**src/rtl/iob_nco_sweep.sv**
```systemverilog
// Frequency-sweep sequencer driving the NCO soft-reset, enable and period-write port.
// A latched configuration is stepped segment by segment from start to stop period, optionally looping.
module iob_nco_sweep #(
    parameter int PERIOD_W = 32,
    parameter int FRAC_W   = 8,
    parameter int DWELL_W  = 16
) (
    input  logic                clk_i,
    input  logic                cke_i,
    input  logic                arst_n_i,
    input  logic                start_i,
    input  logic                abort_i,
    input  logic                loop_i,
    input  logic [PERIOD_W-1:0] start_period_i,
    input  logic [PERIOD_W-1:0] stop_period_i,
    input  logic [PERIOD_W-1:0] step_i,
    input  logic [DWELL_W-1:0]  dwell_i,
    output logic                busy_o,
    output logic                done_o,
    output logic                nco_soft_reset_o,
    output logic                nco_enable_o,
    output logic [PERIOD_W-1:0] nco_period_o,
    output logic                nco_period_wen_o
);

    // The period is fixed point, but only whole-word integer arithmetic is done here.
    if (FRAC_W >= PERIOD_W) begin : g_bad_frac
        $error("FRAC_W must be smaller than PERIOD_W");
    end

    typedef enum logic [2:0] {
        S_IDLE,
        S_RST,
        S_LOAD,
        S_DWELL,
        S_DONE
    } state_t;

    state_t                state_q, state_d;
    logic [PERIOD_W-1:0]   start_q, start_d;
    logic [PERIOD_W-1:0]   stop_q, stop_d;
    logic [PERIOD_W-1:0]   step_q, step_d;
    logic [DWELL_W-1:0]    dwell_q, dwell_d;
    logic                  loop_q, loop_d;
    logic [PERIOD_W-1:0]   cur_q, cur_d;
    logic [DWELL_W-1:0]    cnt_q, cnt_d;

    logic                  busy_q, busy_d;
    logic                  done_q, done_d;
    logic                  srst_q, srst_d;
    logic                  en_q, en_d;
    logic                  wen_q, wen_d;
    logic [PERIOD_W-1:0]   period_q, period_d;

    logic [PERIOD_W:0]     sum;
    logic                  step_neg;
    logic                  degenerate;
    logic                  last_seg;
    logic                  clamp;
    logic [PERIOD_W-1:0]   next_period;

    // Sum is one bit wider so that downward underflow shows up as a set sign bit.
    always_comb begin
        step_neg   = step_q[PERIOD_W-1];
        sum        = {1'b0, cur_q} + {step_q[PERIOD_W-1], step_q};
        degenerate = (step_q == '0) || (start_q == stop_q) ||
                     (!step_neg && (start_q > stop_q)) ||
                     (step_neg && (start_q < stop_q));
        last_seg   = (cur_q == stop_q) || degenerate;
        if (step_neg) begin
            clamp = sum[PERIOD_W] || (sum[PERIOD_W-1:0] <= stop_q);
        end else begin
            clamp = (sum >= {1'b0, stop_q});
        end
        next_period = clamp ? stop_q : sum[PERIOD_W-1:0];
    end

    always_comb begin
        state_d = state_q;
        start_d = start_q;
        stop_d  = stop_q;
        step_d  = step_q;
        dwell_d = dwell_q;
        loop_d  = loop_q;
        cur_d   = cur_q;
        cnt_d   = cnt_q;

        unique case (state_q)
            S_IDLE: begin
                if (start_i) begin
                    start_d = start_period_i;
                    stop_d  = stop_period_i;
                    step_d  = step_i;
                    dwell_d = (dwell_i == '0) ? DWELL_W'(1) : dwell_i;
                    loop_d  = loop_i;
                    state_d = S_RST;
                end
            end
            S_RST: begin
                cur_d   = start_q;
                state_d = S_LOAD;
            end
            S_LOAD: begin
                cnt_d   = dwell_q;
                state_d = S_DWELL;
            end
            S_DWELL: begin
                cnt_d = cnt_q - DWELL_W'(1);
                if (cnt_q <= DWELL_W'(1)) begin
                    if (!last_seg) begin
                        cur_d   = next_period;
                        state_d = S_LOAD;
                    end else if (loop_q) begin
                        cur_d   = start_q;
                        state_d = S_LOAD;
                    end else begin
                        state_d = S_DONE;
                    end
                end
            end
            S_DONE: begin
                state_d = S_IDLE;
            end
            default: begin
                state_d = S_IDLE;
            end
        endcase

        // Abort outranks any segment transition decided above.
        if (abort_i && (state_q != S_IDLE)) begin
            state_d = S_IDLE;
            cur_d   = cur_q;
            cnt_d   = cnt_q;
        end
    end

    // Outputs are registered from the next state so they line up with the state they describe.
    always_comb begin
        busy_d   = (state_d != S_IDLE);
        done_d   = (state_d == S_DONE);
        srst_d   = (state_d == S_RST);
        en_d     = (state_d == S_LOAD) || (state_d == S_DWELL);
        wen_d    = (state_d == S_LOAD);
        period_d = (state_d == S_LOAD) ? cur_d : period_q;
    end

    always_ff @(posedge clk_i or negedge arst_n_i) begin
        if (!arst_n_i) begin
            state_q  <= S_IDLE;
            start_q  <= '0;
            stop_q   <= '0;
            step_q   <= '0;
            dwell_q  <= '0;
            loop_q   <= 1'b0;
            cur_q    <= '0;
            cnt_q    <= '0;
            busy_q   <= 1'b0;
            done_q   <= 1'b0;
            srst_q   <= 1'b0;
            en_q     <= 1'b0;
            wen_q    <= 1'b0;
            period_q <= '0;
        end else if (cke_i) begin
            state_q  <= state_d;
            start_q  <= start_d;
            stop_q   <= stop_d;
            step_q   <= step_d;
            dwell_q  <= dwell_d;
            loop_q   <= loop_d;
            cur_q    <= cur_d;
            cnt_q    <= cnt_d;
            busy_q   <= busy_d;
            done_q   <= done_d;
            srst_q   <= srst_d;
            en_q     <= en_d;
            wen_q    <= wen_d;
            period_q <= period_d;
        end
    end

    assign busy_o           = busy_q;
    assign done_o           = done_q;
    assign nco_soft_reset_o = srst_q;
    assign nco_enable_o     = en_q;
    assign nco_period_wen_o = wen_q;
    assign nco_period_o     = period_q;

endmodule

```
**config.mk**
```make
export PLATFORM = sky130hd
export DESIGN_NAME = iob_nco_sweep
export DESIGN_NICKNAME = d
export VERILOG_FILES = /design/src/rtl/iob_nco_sweep.sv
export SDC_FILE = /design/constraint.sdc
export NUM_CORES = 1
export LEC_CHECK = 0
export ABC_AREA = 1
export CAP_MARGIN = 15
export CORE_MARGIN = 4
export CORE_UTILIZATION = 30
export CTS_BUF_LIST = sky130_fd_sc_hd__clkbuf_16
export CTS_CLUSTER_DIAMETER = 80
export DETAILED_ROUTE_END_ITERATION = 10
export SKIP_CTS_REPAIR_TIMING = 1
export SYNTH_ARGS = -nofsm -noshare
export SYNTH_HDL_FRONTEND = slang
export SYNTH_SLANG_ARGS = --single-unit
```
**constraint.sdc**
```tcl
create_clock -name clk_i -period 8.65 [get_ports clk_i]
set_input_delay 1.2975 -clock clk_i [delete_from_list [all_inputs] [get_ports clk_i]]
set_output_delay 1.2975 -clock clk_i [all_outputs]
set_load 0.1 [all_outputs]
```
# After elaboration in Yosys (flattened, before gate mapping)
# Index checks and enable logic that the tools add are counted.
# word_totals
register_bits,201
output_inout_bits,37
# classes
addsub,2
n_lt_le_gt_ge,5
n_eq_ne,9
mux,15
bitwise,1
reduce_logical,19
# ops
op,count
two-way mux 32 bit,5
equality test 32 bit,2
case mux 32 bit (2 select lines),1
adder 32 x 33 -> 33 bit,1
greater-or-equal comparator 33 x 32 -> 1 bit,1
greater-than comparator 32 bit,1
<= comparator 32 bit,1
zero test 32 bit,1
less-than comparator 32 bit,1
case mux 16 bit (2 select lines),1
<= comparator 16 x 1 -> 1 bit (second input constant),1
zero test 16 bit,1
two-way mux 16 bit,1
subtractor 16 x 1 -> 16 bit (second input constant),1
two-way mux 3 bit,5
equality test 3 x 2 -> 1 bit (second input constant),4
case mux 3 bit (4 select lines),1
equality test 3 x 1 -> 1 bit (second input constant),2
logical OR 1 bit,6
AND reduction 3 bit,2
nonzero test 3 bit,2
equality test 3 bit (second input constant),1
logical AND 1 bit,3
zero test 3 bit,1
5 further kinds,5

# Longest topological paths before layout
# depth
depth_word,11
mapped_depth,34

# Worst setup path before layout
# No wires, ideal clock.
# synth_timing
path_type,register to register
start,register cur_q[0]
end,"register period_q[2], in the netlist nco_period_o[2]"
setup_time_ps,120
t_arrival_ps,3392
path_slack_ps,5138
path_stages_with_launch,33
path_buffers,1
period_less_slack_ps,3512
cell_sequence,dfrtp_1 > ha_1 > inv_1 > fa_1 > inv_1 > nand3_1 > nand2_2 > nand2_2 > nand2_4 > nand2_2 > nand2_4 > nand2_1 > nand3_1 > nand2_1 > nand3_1 > nand2_1 > ha_1 > nand2_1 > nor2_1 > nand2_1 > nor2_1 > nand2_1 > nand2_1 > nand2_2 > nand2_4 > nand3_4 > buf_2 > nand2_1 > nand3_1 > nand3_1 > nand2_1 > nand3_1 > nand2_1
# synth_between
elab_chain_cells,9
elab_cells_between_ends,18
classes_between,1 x add/sub; 2 x order compare; 2 x eq/ne; 10 x mux; 3 x reduce/logical
# synth_lines
item,line,source
start: declaration,45,"logic [PERIOD_W-1:0] cur_q, cur_d;"
start signal: assignment,170,cur_q <= cur_d;
adder 32 x 33 -> 33 bit,65,"sum = {1'b0, cur_q} + {step_q[PERIOD_W-1], step_q};"
<= comparator 32 bit,71,clamp = sum[PERIOD_W] || (sum[PERIOD_W-1:0] <= stop_q);
logical OR 1 bit,71,
two-way mux 1 bit,70,if (step_neg) begin
two-way mux 32 bit,75,next_period = clamp ? stop_q : sum[PERIOD_W-1:0];
two-way mux 32 bit,110,if (!last_seg) begin
two-way mux 32 bit,109,if (cnt_q <= DWELL_W'(1)) begin
case mux 32 bit (2 select lines),88,unique case (state_q)
two-way mux 32 bit,130,if (abort_i && (state_q != S_IDLE)) begin
end signal: assignment,177,period_q <= period_d;
end: declaration,53,"logic [PERIOD_W-1:0] period_q, period_d;"
# Several ways; a longest one is shown, not always the timed one.
# A chain may end at the register's enable or synchronous reset.

# Worst setup path in the final report
# layout_timing
start,register cur_q[0]
end,register cur_q[21]
# layout_between
elab_chain_cells,9
elab_cells_between_ends,12
classes_between,1 x add/sub; 2 x order compare; 1 x eq/ne; 6 x mux; 2 x reduce/logical
# layout_lines
item,line
adder 32 x 33 -> 33 bit,65
<= comparator 32 bit,71
logical OR 1 bit,71
two-way mux 1 bit,70
two-way mux 32 bit,75
two-way mux 32 bit *,110
two-way mux 32 bit *,109
case mux 32 bit (2 select lines) *,88
two-way mux 32 bit *,130
# Mark *: on every way between the ends. The rest lies on a longest branch, timed or not.

==> results.sh <==
export IMPL_outcome="completed"
export IMPL_worst_hold_path_type="reg2reg"
export IMPL_die_area_um2=51050
export IMPL_arrival_ns=5.70
export IMPL_cts_tree="done"
export IMPL_fp_dieW_um=225.9
export IMPL_start_util_pct=30.48
export IMPL_grt_pass1_wl_mm=79.21
export IMPL_synth_top_family_by_area="simple AND/OR/NAND/NOR gates"
export IMPL_leakage_nw=8.409
export IMPL_synth_warnings=0
export IMPL_cts_buffers=25
export IMPL_crit_type="reg2reg"
export IMPL_final_common_cell="nand2_1"
export IMPL_synth_ff_latch_count=201
export IMPL_cp_max_fo=35
export IMPL_dpl_hpwl_mm=36.36
export IMPL_fp_coreArea_um2=46750
export IMPL_peakVddDrop_uv=204.7
export IMPL_critical_path_required_ns=9.05
export IMPL_drive_gt1_share_pct=4.080
export IMPL_overflow=0
export IMPL_postRouteWirelength_mm=50.43
export IMPL_rsz0062_at_grt="no"
export IMPL_syn_inst=2082
export IMPL_via_count=14200
export IMPL_powerDensity_nw_per_um2=446.0
export IMPL_regArea_um2=5031
export IMPL_placed_cells=2772
export IMPL_die_y_um=225.9
export IMPL_yosys_area_share_simple_pct=32.57
export IMPL_cts_sinks=201
export IMPL_synthArstFlopShare_pct=100.0
export IMPL_clockBufferDepth=3
export IMPL_max_cap_violations=0
export IMPL_grt_max_degree=72
export IMPL_setup_viol=0
export IMPL_dr_pass1_iters=5
export IMPL_cts_root_buf="clkbuf_16"
export IMPL_synth_edff_count=0
export IMPL_hold_viol_final=0
export IMPL_synthToLayoutAreaGrowth_pct=20.00
export IMPL_synth_adder_area_share_pct=8.746
export IMPL_period_share_pct=61.32
export IMPL_row_count=79
export IMPL_clk_pin_slew_ns=0.06
export IMPL_num_io_pins=155
export IMPL_r2r_slack_ns=3.35
export IMPL_clock_latency_ns=0.55
export IMPL_final_max_slew_viol_count=0
export IMPL_fin_nets=2409
export IMPL_synth_xor_area_share_pct=3.196
export IMPL_ys_types=49
export IMPL_cp_start_kind="flop"
export IMPL_drc=0
export IMPL_layout_common_cells="nand2_1, inv_1, dfrtp_1, nor2_1, clkdlybuf4s50_1"
export IMPL_grt_usage_pct=19.43
export IMPL_synthMuxAreaShare_pct=0.07025
export IMPL_fin_skew_ns=0.01959
export IMPL_antenna_left=0
export IMPL_layoutNonFillerInstCount=2813
export IMPL_cp_end_kind="flop"
export IMPL_slew_headroom_pct=18.36
export IMPL_antenna_found_initial=0
export IMPL_placed_area_um2=16300
export IMPL_fin_crit_ns=5.304
export IMPL_htreeDepth=1
export IMPL_syn_nets=2299
export IMPL_diodes=0
export IMPL_avgViaCountPerCell=5.046
export IMPL_wire_per_inst_um=17.93
export IMPL_worstMarginPinSlew_ns=1.225
export IMPL_synth_compound_area_share_pct=12.07
export IMPL_io_buffers=154
export IMPL_syn_mean_instance_area_um2=6.844
export IMPL_grt_pass1_vias=14260
export IMPL_fin_area_um2=17100
export IMPL_gp_congestion=0.9236
export IMPL_drt_iter0_drc=1026
export IMPL_final_setup_tns_ns=0
export IMPL_max_clock_freq_mhz=188.5
export IMPL_synth_area_um2=14250
export IMPL_multi_input_area_um2=8102
export IMPL_holdWs_ns=0.4819
export IMPL_synth_top_flop_cell="dfrtp_1"
export IMPL_n_fill_cell=4997
export IMPL_yosysSeqAreaShare_pct=35.30
==> critical path, cell delays in order (launching register included) <==
cell	delay (ns)
dfrtp_1	0.43
ha_1	0.21
inv_1	0.06
fa_1	0.40
inv_1	0.07
nand3_1	0.07
nand2_2	0.12
nand3_1	0.08
nand2_1	0.13
nand2_1	0.06
nand2_1	0.18
xor2_1	0.14
ha_1	0.29
nand2_1	0.09
nor2_1	0.15
nand3_1	0.09
nor3_1	0.40
nand2_1	0.62
nand3_4	0.70
inv_2	0.30
nand2_1	0.13
nand3_1	0.08
nand2_1	0.11
nand2_1	0.08
nand3_1	0.08
o21ai_1	0.08
==> flip-flops by register name, indices dropped and copies added, names as in the netlist <==
register / count
start_q: 32
dwell_q: 16
state_q: 3
done_o: 1
step_q: 32
nco_soft_reset_o: 1
nco_period_o: 32
nco_enable_o: 1
nco_period_wen_o: 1
busy_o: 1
cnt_q: 16
cur_q: 32
loop_q: 1
stop_q: 32
==> synth_stat cells (17+ instances only) <==
| cell | count | area share [%] |
|---|---|---|
| dfrtp_1 | 201 | 35 |
| a21oi_1 | 130 | 4.6 |
| nand2_1 | 731 | 19 |
| xor2_1 | 32 | 2.0 |
| o21ai_0 | 135 | 4.7 |
| buf_2 | 17 | 0.60 |
| nand4_1 | 37 | 1.6 |
| ha_1 | 98 | 8.6 |
| nand3_1 | 143 | 5.0 |
| clkbuf_1 | 52 | 1.4 |
| inv_1 | 198 | 5.2 |
| o21ai_1 | 25 | 0.88 |
| xnor2_1 | 20 | 1.2 |
| nor2_1 | 156 | 4.1 |
==> where the power goes <==
part	leakage (nW)	internal, mW	switching [mW]
Sequential	2.53	1.37	0.492
Combinational	5.47	1.50	3.20
Clock	0.403	0.638	0.424
Total	8.41	3.51	4.12
==> routing by layer <==
layer / part of all wire (%) / routed length [µm] / GRT usage (%) / up-vias
li1: - / - / - / 6956
met1: 46 / 23210 / 26.90 / 6696
met2: 47 / 23460 / 32.51 / 462
met3: 5.3 / 2685 / 2.145 / 81
met4: 2.1 / 1074 / 5.019 / 0
met5: 0 / 0 / 0 / -
==> stage by stage <==
step	utilization, %	power (mW)	worst slack, ns
6_report	36.57	7.626	3.346
4_1_cts	36.57	7.639	3.392
2_1_floorplan	-	5.171	5.138
3_5_place_dp	34.85	6.524	3.422
3_3_place_gp	34.85	6.472	3.546
5_1_grt	36.57	8.338	2.912
==> worst paths after layout <==
path                                  from         endpoint  cells after the start
max in group asynchronous         arst_n_i      start_q[12]                      2
max reg2reg                       cur_q[0]        cur_q[21]                     25
min reg2reg                nco_period_o[6]  nco_period_o[6]                      2
min                        nco_period_o[6]  nco_period_o[6]                      2
min in group asynchronous         arst_n_i       dwell_q[8]                      1
max                               cur_q[0]        cur_q[21]                     25
==> logic make-up after synthesis <==
kind of cell | count (synthesis)
AND/OR/NAND/NOR | 1113
AO/OA/AOI/OAI | 325
buffers and inverters | 291
flip-flops | 201
adder cells (fa/ha/maj) | 99
XOR/XNOR | 52
multiplexers | 1
==> cell type report <==
cell class | count | area share (%)
Multi-Input combinational cell | 1590 | 47.38
Sequential cell | 201 | 29.42
Timing Repair Buffer | 164 | 9.447
Inverter | 210 | 4.610
Tap cell | 607 | 4.442
Clock buffer | 25 | 3.659
Clock inverter | 16 | 1.039
Note: power is estimated with default switching activity, not from simulation.
